--- config.mk ---
export PLATFORM = sky130hd
export DESIGN_NAME = controlador_partida_flat
export DESIGN_NICKNAME = d
export VERILOG_FILES = /design/src/rtl/controlador_partida_pkg.sv /design/src/rtl/controlador_partida_if.sv /design/src/rtl/controlador_partida_detector_borda.sv /design/src/rtl/controlador_partida.sv /design/src/flat_wrapper.sv
export SDC_FILE = /design/constraint.sdc
export NUM_CORES = 1
export LEC_CHECK = 0
export ABC_AREA = 1
export CAP_MARGIN = 15
export CORE_ASPECT_RATIO = 1.2
export CORE_MARGIN = 5
export CORE_UTILIZATION = 35
export CTS_BUF_LIST = sky130_fd_sc_hd__clkbuf_16
export CTS_CLUSTER_SIZE = 20
export DETAILED_ROUTE_END_ITERATION = 6
export PLACE_DENSITY = 0.62
export SLEW_MARGIN = 10
export SYNTH_ARGS = -nofsm -noshare
export SYNTH_HDL_FRONTEND = slang
export SYNTH_HIERARCHICAL = 1
export SYNTH_SLANG_ARGS = --single-unit
--- constraint.sdc ---
create_clock -name clock -period 54 [get_ports clock]
set_input_delay 10.8 -clock clock [delete_from_list [all_inputs] [get_ports clock]]
set_output_delay 10.8 -clock clock [all_outputs]
set_load 0.03 [all_outputs]
--- src/rtl/controlador_partida_pkg.sv ---
// Shared definitions for the battleship game controller: state codes, LED codes,
// board geometry and the (column,row) -> bit index mapping.
package pacote_batalha_naval;

  typedef enum logic [2:0] {
    OCIOSO         = 3'd0,
    POSICIONAMENTO = 3'd1,
    ATAQUE         = 3'd2,
    AVALIA         = 3'd3,
    VITORIA        = 3'd4,
    DERROTA        = 3'd5
  } estado_t;

  localparam logic [1:0] LED_APAGADO  = 2'b00;
  localparam logic [1:0] LED_AGUA     = 2'b01;
  localparam logic [1:0] LED_ACERTO   = 2'b10;
  localparam logic [1:0] LED_INVALIDO = 2'b11;

  localparam int NUM_COLUNAS = 5;
  localparam int NUM_LINHAS  = 7;
  localparam int NUM_CELULAS = NUM_COLUNAS * NUM_LINHAS;

  localparam logic [NUM_LINHAS-1:0]  SETE_ALTOS  = 7'h7F;
  localparam logic [NUM_CELULAS-1:0] TODOS_ALTOS = {NUM_COLUNAS{SETE_ALTOS}};

  function automatic logic [5:0] indice(input logic [2:0] c, input logic [2:0] l);
    return (({3'b000, c} - 6'd1) * 6'd7) + ({3'b000, l} - 6'd1);
  endfunction

  function automatic logic coordenada_valida(input logic [2:0] c, input logic [2:0] l);
    return (c >= 3'd1) && (c <= 3'd5) && (l >= 3'd1) && (l <= 3'd7);
  endfunction

endpackage

--- src/rtl/controlador_partida_if.sv ---
// Board-side signal bundle of the game controller: switches/buttons in, LED-matrix
// column drive and status out. master = board/stimulus side, slave = controller.
interface controlador_partida_if;
  logic        ligado;
  logic        modo;
  logic        salvar_jogo;
  logic        confirmar_ataque;
  logic [2:0]  ataque_colunas;
  logic [2:0]  ataque_linhas;
  logic [34:0] tabuleiro_posicionamento;
  logic [34:0] tabuleiro_saida;
  logic [1:0]  ledRGB;
  logic [2:0]  estado;
  logic [5:0]  acertos;
  logic [4:0]  tentativas_restantes;
  logic        fim_de_jogo;
  logic        vitoria;

  modport master (
    output ligado, modo, salvar_jogo, confirmar_ataque,
           ataque_colunas, ataque_linhas, tabuleiro_posicionamento,
    input  tabuleiro_saida, ledRGB, estado, acertos,
           tentativas_restantes, fim_de_jogo, vitoria
  );

  modport slave (
    input  ligado, modo, salvar_jogo, confirmar_ataque,
           ataque_colunas, ataque_linhas, tabuleiro_posicionamento,
    output tabuleiro_saida, ledRGB, estado, acertos,
           tentativas_restantes, fim_de_jogo, vitoria
  );
endinterface

--- src/rtl/controlador_partida_detector_borda.sv ---
// Rising-edge detector for a level button: one sample register plus the previous
// sample; the pulse lasts exactly one cycle per low-to-high transition.
module detector_borda (
  input  logic clock,
  input  logic reset,
  input  logic entrada,
  output logic borda
);

  logic amostra_q, amostra_d;
  logic anterior_q, anterior_d;

  always_comb begin
    amostra_d  = entrada;
    anterior_d = amostra_q;
  end

  always_ff @(posedge clock) begin
    if (reset) begin
      amostra_q  <= 1'b0;
      anterior_q <= 1'b0;
    end else begin
      amostra_q  <= amostra_d;
      anterior_q <= anterior_d;
    end
  end

  assign borda = amostra_q & ~anterior_q;

endmodule

--- src/rtl/controlador_partida.sv ---
// Battleship game-flow controller: positioning/attack/end-of-game FSM, saved fleet,
// hit/tried maps and counters. Optional end-of-game blink under PISCAR_FIM_EN.
module controlador_partida
  import pacote_batalha_naval::*;
#(
  parameter int MAX_TENTATIVAS = 15,
  parameter int PISCA_CICLOS   = 25_000_000
) (
  input logic                  clock,
  input logic                  reset,
  controlador_partida_if.slave bus
);

  if (MAX_TENTATIVAS < 1 || MAX_TENTATIVAS > 31 || PISCA_CICLOS < 1) begin : g_param_invalido
    $error("controlador_partida: parametro fora da faixa");
  end

  localparam logic [4:0] TENT_INICIAL = 5'(MAX_TENTATIVAS);

  estado_t     estado_q, estado_d;
  logic [34:0] salvo_q, salvo_d;
  logic [34:0] mapa_q, mapa_d;
  logic [34:0] tentado_q, tentado_d;
  logic [34:0] saida_q, saida_d;
  logic [5:0]  acertos_q, acertos_d;
  logic [5:0]  navios_q, navios_d;
  logic [4:0]  tent_q, tent_d;
  logic        jogo_salvo_q, jogo_salvo_d;
  logic [1:0]  led_q, led_d;
  logic [2:0]  col_q, col_d;
  logic [2:0]  lin_q, lin_d;

  logic        salvar_borda, confirmar_borda;
  logic [5:0]  idx;
  logic [5:0]  navios_novos;
  logic        apagar;

  detector_borda u_borda_salvar (
    .clock   (clock),
    .reset   (reset),
    .entrada (bus.salvar_jogo),
    .borda   (salvar_borda)
  );

  detector_borda u_borda_confirmar (
    .clock   (clock),
    .reset   (reset),
    .entrada (bus.confirmar_ataque),
    .borda   (confirmar_borda)
  );

  // Ship cells are active low, so the fleet size is the number of zero bits.
  function automatic logic [5:0] conta_zeros(input logic [34:0] v);
    logic [5:0] n;
    n = 6'd0;
    for (int i = 0; i < 35; i++) begin
      if (!v[i]) n = n + 6'd1;
    end
    return n;
  endfunction

  always_comb begin
    estado_d     = estado_q;
    salvo_d      = salvo_q;
    mapa_d       = mapa_q;
    tentado_d    = tentado_q;
    acertos_d    = acertos_q;
    navios_d     = navios_q;
    tent_d       = tent_q;
    jogo_salvo_d = jogo_salvo_q;
    led_d        = led_q;
    col_d        = col_q;
    lin_d        = lin_q;
    idx          = indice(col_q, lin_q);
    navios_novos = conta_zeros(bus.tabuleiro_posicionamento);

    case (estado_q)
      OCIOSO: estado_d = POSICIONAMENTO;

      // A save edge takes the whole cycle; a pending mode change is honoured next cycle.
      POSICIONAMENTO: begin
        if (salvar_borda) begin
          if (navios_novos != 6'd0) begin
            salvo_d      = bus.tabuleiro_posicionamento;
            navios_d     = navios_novos;
            mapa_d       = TODOS_ALTOS;
            tentado_d    = '0;
            acertos_d    = 6'd0;
            tent_d       = TENT_INICIAL;
            jogo_salvo_d = 1'b1;
          end
        end else if (bus.modo && jogo_salvo_q) begin
          estado_d = ATAQUE;
        end
      end

      ATAQUE: begin
        if (!bus.modo) begin
          estado_d = POSICIONAMENTO;
        end else if (confirmar_borda) begin
          col_d    = bus.ataque_colunas;
          lin_d    = bus.ataque_linhas;
          estado_d = AVALIA;
        end
      end

      AVALIA: begin
        if (!coordenada_valida(col_q, lin_q) || tentado_q[idx]) begin
          led_d = LED_INVALIDO;
        end else if (!salvo_q[idx]) begin
          mapa_d[idx]    = 1'b0;
          tentado_d[idx] = 1'b1;
          acertos_d      = acertos_q + 6'd1;
          led_d          = LED_ACERTO;
        end else begin
          tentado_d[idx] = 1'b1;
          if (tent_q != 5'd0) tent_d = tent_q - 5'd1;
          led_d          = LED_AGUA;
        end
        if (acertos_d == navios_q)  estado_d = VITORIA;
        else if (tent_d == 5'd0)    estado_d = DERROTA;
        else                        estado_d = ATAQUE;
      end

      VITORIA, DERROTA: begin
        if (!bus.modo) estado_d = POSICIONAMENTO;
      end

      default: estado_d = OCIOSO;
    endcase

    // Power-off wins over everything, including an evaluation in flight.
    if (!bus.ligado) begin
      estado_d     = OCIOSO;
      salvo_d      = TODOS_ALTOS;
      mapa_d       = TODOS_ALTOS;
      tentado_d    = '0;
      acertos_d    = 6'd0;
      navios_d     = 6'd0;
      tent_d       = TENT_INICIAL;
      jogo_salvo_d = 1'b0;
      col_d        = 3'd0;
      lin_d        = 3'd0;
    end

    case (estado_d)
      OCIOSO, POSICIONAMENTO: led_d = LED_APAGADO;
      VITORIA:                led_d = LED_ACERTO;
      DERROTA:                led_d = LED_AGUA;
      default:                ;
    endcase

    case (estado_d)
      OCIOSO:         saida_d = TODOS_ALTOS;
      POSICIONAMENTO: saida_d = bus.tabuleiro_posicionamento;
      default:        saida_d = apagar ? TODOS_ALTOS : mapa_d;
    endcase
  end

`ifdef PISCAR_FIM_EN
  localparam int PW = $clog2(PISCA_CICLOS + 1);

  logic [PW-1:0] pisca_cnt_q, pisca_cnt_d;
  logic          fase_q, fase_d;
  logic          fim_agora, fim_antes;

  always_comb begin
    fim_agora   = (estado_d == VITORIA) || (estado_d == DERROTA);
    fim_antes   = (estado_q == VITORIA) || (estado_q == DERROTA);
    pisca_cnt_d = '0;
    fase_d      = 1'b0;
    if (fim_agora && fim_antes) begin
      if (pisca_cnt_q == PW'(PISCA_CICLOS - 1)) begin
        pisca_cnt_d = '0;
        fase_d      = ~fase_q;
      end else begin
        pisca_cnt_d = pisca_cnt_q + 1'b1;
        fase_d      = fase_q;
      end
    end
    apagar = fim_agora && fase_d;
  end

  always_ff @(posedge clock) begin
    if (reset) begin
      pisca_cnt_q <= '0;
      fase_q      <= 1'b0;
    end else begin
      pisca_cnt_q <= pisca_cnt_d;
      fase_q      <= fase_d;
    end
  end
`else
  assign apagar = 1'b0;
`endif

  always_ff @(posedge clock) begin
    if (reset) begin
      estado_q     <= OCIOSO;
      salvo_q      <= TODOS_ALTOS;
      mapa_q       <= TODOS_ALTOS;
      tentado_q    <= '0;
      saida_q      <= TODOS_ALTOS;
      acertos_q    <= 6'd0;
      navios_q     <= 6'd0;
      tent_q       <= TENT_INICIAL;
      jogo_salvo_q <= 1'b0;
      led_q        <= LED_APAGADO;
      col_q        <= 3'd0;
      lin_q        <= 3'd0;
    end else begin
      estado_q     <= estado_d;
      salvo_q      <= salvo_d;
      mapa_q       <= mapa_d;
      tentado_q    <= tentado_d;
      saida_q      <= saida_d;
      acertos_q    <= acertos_d;
      navios_q     <= navios_d;
      tent_q       <= tent_d;
      jogo_salvo_q <= jogo_salvo_d;
      led_q        <= led_d;
      col_q        <= col_d;
      lin_q        <= lin_d;
    end
  end

  assign bus.tabuleiro_saida      = saida_q;
  assign bus.ledRGB               = led_q;
  assign bus.estado               = estado_q;
  assign bus.acertos              = acertos_q;
  assign bus.tentativas_restantes = tent_q;
  assign bus.fim_de_jogo          = (estado_q == VITORIA) || (estado_q == DERROTA);
  assign bus.vitoria              = (estado_q == VITORIA);

endmodule

--- src/flat_wrapper.sv ---
// flat-port wrapper written by rule: the top's interface ports become plain ports
module controlador_partida_flat import pacote_batalha_naval::*;
#(
  parameter int MAX_TENTATIVAS = 15,
  parameter int PISCA_CICLOS   = 25_000_000
)
  (clock, reset, bus_ligado, bus_modo, bus_salvar_jogo, bus_confirmar_ataque, bus_ataque_colunas, bus_ataque_linhas, bus_tabuleiro_posicionamento, bus_tabuleiro_saida, bus_ledRGB, bus_estado, bus_acertos, bus_tentativas_restantes, bus_fim_de_jogo, bus_vitoria);
  controlador_partida_if bus_i ();
  input logic clock;
  input logic reset;
  input wire logic [$bits(bus_i.ligado)-1:0] bus_ligado;
  input wire logic [$bits(bus_i.modo)-1:0] bus_modo;
  input wire logic [$bits(bus_i.salvar_jogo)-1:0] bus_salvar_jogo;
  input wire logic [$bits(bus_i.confirmar_ataque)-1:0] bus_confirmar_ataque;
  input wire logic [$bits(bus_i.ataque_colunas)-1:0] bus_ataque_colunas;
  input wire logic [$bits(bus_i.ataque_linhas)-1:0] bus_ataque_linhas;
  input wire logic [$bits(bus_i.tabuleiro_posicionamento)-1:0] bus_tabuleiro_posicionamento;
  output wire logic [$bits(bus_i.tabuleiro_saida)-1:0] bus_tabuleiro_saida;
  output wire logic [$bits(bus_i.ledRGB)-1:0] bus_ledRGB;
  output wire logic [$bits(bus_i.estado)-1:0] bus_estado;
  output wire logic [$bits(bus_i.acertos)-1:0] bus_acertos;
  output wire logic [$bits(bus_i.tentativas_restantes)-1:0] bus_tentativas_restantes;
  output wire logic [$bits(bus_i.fim_de_jogo)-1:0] bus_fim_de_jogo;
  output wire logic [$bits(bus_i.vitoria)-1:0] bus_vitoria;
  assign bus_i.ligado = bus_ligado;
  assign bus_i.modo = bus_modo;
  assign bus_i.salvar_jogo = bus_salvar_jogo;
  assign bus_i.confirmar_ataque = bus_confirmar_ataque;
  assign bus_i.ataque_colunas = bus_ataque_colunas;
  assign bus_i.ataque_linhas = bus_ataque_linhas;
  assign bus_i.tabuleiro_posicionamento = bus_tabuleiro_posicionamento;
  assign bus_tabuleiro_saida = bus_i.tabuleiro_saida;
  assign bus_ledRGB = bus_i.ledRGB;
  assign bus_estado = bus_i.estado;
  assign bus_acertos = bus_i.acertos;
  assign bus_tentativas_restantes = bus_i.tentativas_restantes;
  assign bus_fim_de_jogo = bus_i.fim_de_jogo;
  assign bus_vitoria = bus_i.vitoria;
  controlador_partida #(.MAX_TENTATIVAS(MAX_TENTATIVAS), .PISCA_CICLOS(PISCA_CICLOS)) u_core (.clock(clock), .reset(reset), .bus(bus_i));
endmodule
==> results of run 1 <==
==> metal layers <==
metal  routed length, um  vias up  GRT usage
li1                    -     6745          -
met1               15100     5674      0.203
met2               16500      246      0.292
met3                1370       46     0.0256
met4                 834        0     0.0532
met5                   0        -          0
==> cell families after synthesis <==
kind of cell / share of synthesized area
XOR/XNOR: 0.0115
AND/OR/NAND/NOR: 0.423
flip-flops: 0.267
buffers and inverters: 0.134
adder cells (fa/ha/maj): 0.0580
AO/OA/AOI/OAI: 0.107
==> synthesized netlist by cell type, types with 2 or more instances <==
master,n
clkinv_1,4
o211ai_2,35
nor4_1,2
nand2_2,85
a22oi_1,7
nand3_1,217
inv_2,6
buf_1,2
a22o_1,3
xor2_1,8
inv_1,367
buf_4,3
ha_1,52
nand2_1,589
a221oi_1,4
clkbuf_1,34
nand3_2,46
buf_2,13
o211ai_1,2
nor3_1,19
fa_1,5
o22ai_1,15
buf_6,7
dfxtp_1,173
nand4_1,80
xnor2_1,9
nand3b_1,2
or2_2,5
nor2_4,2
o41ai_1,4
a21oi_1,63
o21ai_0,60
nor2_1,125
==> power by group through the flow <==
stage | registers (uW) | clock network (uW) | logic, uW
final | 131 | 118 | 243
after global routing | 131 | 126 | 281
after CTS | 131 | 121 | 245
after detailed placement | 134 | 0 | 244
after global placement | 134 | 0 | 239
after floorplan | 136 | 0 | 199
==> layout by cell type (no fill, tap or decap), types with 46 or more instances in the layout <==
master / n
a21oi_1: 61
clkdlybuf4s50_1: 98
dfxtp_1: 173
ha_1: 52
inv_1: 367
nand2_1: 589
nand2_2: 85
nand3_1: 217
nand3_2: 46
nand4_1: 80
nor2_1: 122
o21ai_0: 60
==> tightest hold or removal path: cells and delay by family, from the launching register on <==
| family | cells | cell delay [ps] |
|---|---|---|
| flip-flops | 1 | 300 |
| buffers and inverters | 1 | 60 |
| AND/OR/NAND/NOR | 1 | 40 |
==> through the flow <==
step,hold slack [ps],instances,setup WS (ps)
5_1_grt,473,2615,23780
6_report,442,2615,25280
4_1_cts,444,2614,25330
3_5_place_dp,426,2582,24890
3_3_place_gp,427,2582,25420
2_1_floorplan,410,2061,27990
==> sequential cells by signal (all words and copies together), names as in the netlist, 2 cells and up <==
signal / cells
u_core/bus.estado: 3
u_core/lin_q: 3
u_core/bus.tentativas_restantes: 5
u_core/tentado_q: 35
u_core/col_q: 3
u_core/bus.tabuleiro_saida: 35
u_core/mapa_q: 35
u_core/bus.ledRGB: 2
u_core/navios_q: 6
u_core/salvo_q: 35
u_core/bus.acertos: 6
==> how the worst min path moves through the flow <==
| stage | to | from |
|---|---|---|
| CTS | u_core/u_borda_salvar/anterior_q | u_core/u_borda_salvar/amostra_q |
| finish | u_core/u_borda_salvar/anterior_q | u_core/u_borda_salvar/amostra_q |
| global placement | u_core/u_borda_salvar/anterior_q | u_core/u_borda_salvar/amostra_q |
| floorplan | u_core/u_borda_confirmar/anterior_q | u_core/u_borda_confirmar/amostra_q |
| global route | u_core/tentado_q[24] | u_core/tentado_q[24] |
| detailed placement | u_core/u_borda_confirmar/anterior_q | u_core/u_borda_confirmar/amostra_q |
==> final cells by class <==
type | instances | share of cell area
clock buffers | 17 | 0.0286
clock inverters | 15 | 0.00924
inverters | 377 | 0.0950
multi-input cells | 1451 | 0.523
flip-flops and latches | 173 | 0.233
well taps | 474 | 0.0398
repair buffers | 108 | 0.0721
==> summary.txt, run 1 <==
Worst-path clk slew: 70 ps
Gr usage total: 0.164
RePlAce Congestion: 0.865
Post-CTS Hold Buffers: 0
Syn Std Cell Area: 0.0130 mm2
Total power: 492 uW
Storage element area: 0.00346 mm2
FMAX: 0.0348 GHz
Die area: 0.0410 mm2
Delay-heaviest family, CP: adder cells
RSZ-0062 raised after global routing: no
Worst slew margin: 0.235
Post-CTS Setup Inserts: 0
Status: finished, final reports clean
Die width: 186 um
H-tree depth: 4
Multi-input gate area: 0.00778 mm2
Post-synth top area cell: dfxtp_1
# DRC: 0
Setup TNS: 0 ps
Startpoint types: primary input
Routed WL: 33,800 um
Rows: 77
Initial DRC Count: 709
WL/cell: 12.9 um
Initial antenna violation count: 0
Crit path buffers/inverters: 8
Net switching power: 217 uW
Internal: 275 uW
Post-synth net total: 2,165
Final std cell area, no fill: 0.0149 mm2
Sequential fraction of the synthesis area: 0.267
LEAKAGE: 0.00770 uW
Yosys reg bits: 173
Largest net degree at the start of global routing: 75
CP Max Fanout: 73
Crit-path most repeated cell: nand2_1
Ant diodes: 0
Total gr overflow: 0
Synth async-reset ratio: 0
Nets: 2,232
Final Hold Fails: 0
Hold path cells: 2
Worst setup path startpoint: bus_tabuleiro_posicionamento[0]
CTS root buf: clkbuf_16
Critical Path Max Stage Delay: 760 ps
Final min period: 28,720 ps
Vias/cell: 4.86
Final period utilization: 0.532
Remaining antenna violation count: 0
Worst R2R End: u_core/bus.tabuleiro_saida[1]
CTS Buf Count: 17
Power per cell area: 33.0 mW/mm2
Slew @ Worst Pin: 1140 ps
Area contributors post-synth: dfxtp_1 27%, nand2_1 17%, inv_1 11%, nand3_1 8.4%, ha_1 5.0%
Synthesis Warnings: 6
Via count: 12,711
CTS max path bufs: 2
Final Util: 0.406
Mapped Cells: 2,061
HP Class: register to register
Most used DFF post-synth: dfxtp_1
Worst-case vdd ir drop: 0.0000189 V
Clock power share: 0.241
Worst EP required: 54,330 ps
Final Setup Violations: 0
Io pins: 100
Fillers: 3,847
CTS tree: built
Setup slack, reg-to-reg: 45,990 ps
Switching Share: 0.441
Area Overhead vs Synth: 15.0%
Layout cells sized above 1: 0.106
First-pass GRT wire length: 56,300 um
Mean Syn Cell Area: 6.28 um2
Arrival time at the worst endpoint: 29,060 ps
Die Ht: 221 um
Via count of the first global-routing pass: 12,028
Core area: 0.0367 mm2
Critical path type: primary input to register
TritonCTS sink count: 173
Max cap viols: 0
Worst Setup EP: u_core/bus.tabuleiro_saida[10]
Crit end category: register
DP HPWL: 26,000 um
Slowest cell on the critical path: buf_4
Post-synth EDFFs: 0
Synth unique cells: 46
Initial core utilization: 0.353
Proportion of power drawn by flip-flops and latches: 0.267
Fin. max-slew vios: 0
WP depth: 115
DP Area: 0.0143 mm2
Worst skew pair latency: 430 ps
Layout Skew: 10.8 ps
Top-area cell type share of the netlist area: 0.267
# resized after CTS: 0
Pre-antenna DRT Iters: 5
Logic pwr share: 0.493
Buffers on Ports: 99
Critical R2R Launch: u_core/col_q[0]
Worst-case reg-to-reg path depth: 28
(Power assumes the default switching activity.)
==> run 2, diff against run 1 <==
Clock period 54 ns to 29.6 ns, I/O delays scaled along.
==> summary.txt, run 2 (synthesized netlist as in run 1, its figures left out) <==
Via count of the first global-routing pass: 11,979 (-0.41%)
Fin. max-slew vios: 0 (unchanged)
Final Setup Violations: 0 (unchanged)
Critical Path Max Stage Delay: 740 ps (-20 ps)
Die area: 0.0410 mm2 (unchanged)
Slew @ Worst Pin: 1170 ps (+29.2 ps)
First-pass GRT wire length: 57,000 um (+1.3%)
Final period utilization: 0.804
Max cap viols: 0 (unchanged)
CTS root buf: clkbuf_16
Initial antenna violation count: 0 (unchanged)
Largest net degree at the start of global routing: 75 (unchanged)
Ant diodes: 0 (unchanged)
Area Overhead vs Synth: 14.7%
Remaining antenna violation count: 0 (unchanged)
WL/cell: 13.0 um (+0.63%)
Initial core utilization: 0.353 (unchanged)
HP Class: register to register
Power per cell area: 59.7 mW/mm2 (+81%)
# DRC: 0 (unchanged)
Crit-path most repeated cell: nand2_1
Nets: 2,233 (+0.045%)
CP Max Fanout: 73 (unchanged)
Post-CTS Hold Buffers: 0 (unchanged)
RePlAce Congestion: 0.862 (-0.27%)
Worst-case vdd ir drop: 0.0000325 V (+72%)
Most common cell after layout, fill and taps aside: nand2_1
Initial DRC Count: 765 (+7.9%)
CTS max path bufs: 2 (unchanged)
Worst skew pair latency: 430 ps (about the same)
Layout cells sized above 1: 0.105 (-0.000983)
Die width: 186 um (unchanged)
CTS Buf Count: 17 (unchanged)
CTS tree: built
Worst EP required: 29,920 ps (-24,410 ps)
Vias/cell: 4.87 (+0.13%)
RSZ-0062 raised after global routing: no
Post-CTS Setup Inserts: 0 (unchanged)
Setup TNS: 0 ps (unchanged)
Total power: 888 uW (+80%)
Slowest cell on the critical path: buf_4
Die Ht: 221 um (unchanged)
Rows: 77 (unchanged)
H-tree depth: 4 (unchanged)
Pre-antenna DRT Iters: 6 (+1)
Total gr overflow: 0 (unchanged)
Crit end category: register
Final Util: 0.405 (-0.000920)
Final min period: 23,800 ps
DP HPWL: 26,100 um (+0.55%)
Status: finished, final reports clean
Critical path type: primary input to register
Layout Skew: 7.91 ps (-2.90 ps)
Final Hold Fails: 0 (unchanged)
Core area: 0.0367 mm2 (unchanged)
Buffers on Ports: 99 (unchanged)
Startpoint types: primary input
Arrival time at the worst endpoint: 24,110 ps (-4950 ps)
Commonest cells after routing, fill and taps aside: 589 x nand2_1, 371 x inv_1, 217 x nand3_1, 173 x dfxtp_1, 122 x nor2_1
LEAKAGE: 0.00770 uW (about the same)
FMAX: 0.0420 GHz
Worst-path clk slew: 60 ps (about the same)
# resized after CTS: 0 (unchanged)
Fillers: 3,862 (+0.39%)
Worst hold slack: 442 ps (-0.0450 ps)
Worst slew margin: 0.216 (-0.0196)
Routed WL: 34,000 um (+0.67%)
Via count: 12,732 (+0.17%)
Io pins: 100 (unchanged)
Gr usage total: 0.166 (+0.00228)
TritonCTS sink count: 173 (unchanged)
## run 2: cell type report
cell class / instances / area (um2) / share of cell area
Clock inverter: 15 / 109 / 0.00733
Inverter: 377 / 1420 / 0.0952
Clock buffer: 17 / 425 / 0.0286
Tap cell: 474 / 593 / 0.0399
Sequential cell: 173 / 3460 / 0.233
Multi-Input combinational cell: 1451 / 7780 / 0.524
Timing Repair Buffer: 109 / 1070 / 0.0719
## run 2: worst paths after layout
path | from | end | slack [ps] | cells past startpoint
min | u_core/u_borda_salvar/amostra_q | u_core/u_borda_salvar/anterior_q | 440 | 2
max reg2reg | u_core/col_q[0] | u_core/bus.tabuleiro_saida[1] | 22120 | 29
max | bus_tabuleiro_posicionamento[0] | u_core/bus.tabuleiro_saida[10] | 5800 | 115
min reg2reg | u_core/u_borda_salvar/amostra_q | u_core/u_borda_salvar/anterior_q | 440 | 2
## run 2: through the flow
| step | std cells | cell area, um2 | setup slack (ps) |
|---|---|---|---|
| 4_1_cts | 2615 | 14800 | 5790 |
| 3_5_place_dp | 2583 | 14300 | 5370 |
| 5_1_grt | 2616 | 14900 | 4300 |
| 6_report | 2616 | 14900 | 5800 |
| 3_3_place_gp | 2583 | 14300 | 5900 |
| 2_1_floorplan | 2061 | 13000 | 8470 |
## run 2: worst max-delay path, delay by kind of cell
kind / cells / cell delay [ps]
buffers and inverters: 8 / 2200
and+or+nand+nor: 72 / 6520
adders and majority gates: 33 / 9120
AOI/OAI and AO/OA: 2 / 240
## run 2: per-layer routing
layer,part of all wire,routed length [um],vias up,track usage
met1,0.45,15300,5715,0.209
li1,-,-,6736,-
met4,0.025,848,0,0.0571
met3,0.035,1210,43,0.0197
met5,0,0,-,0
met2,0.49,16700,238,0.294
## run 2: where the power goes
part	switching, uW	total [uW]	internal [uW]
logic	294	443	149
registers	2.65	239	237
clock network	91.7	206	114
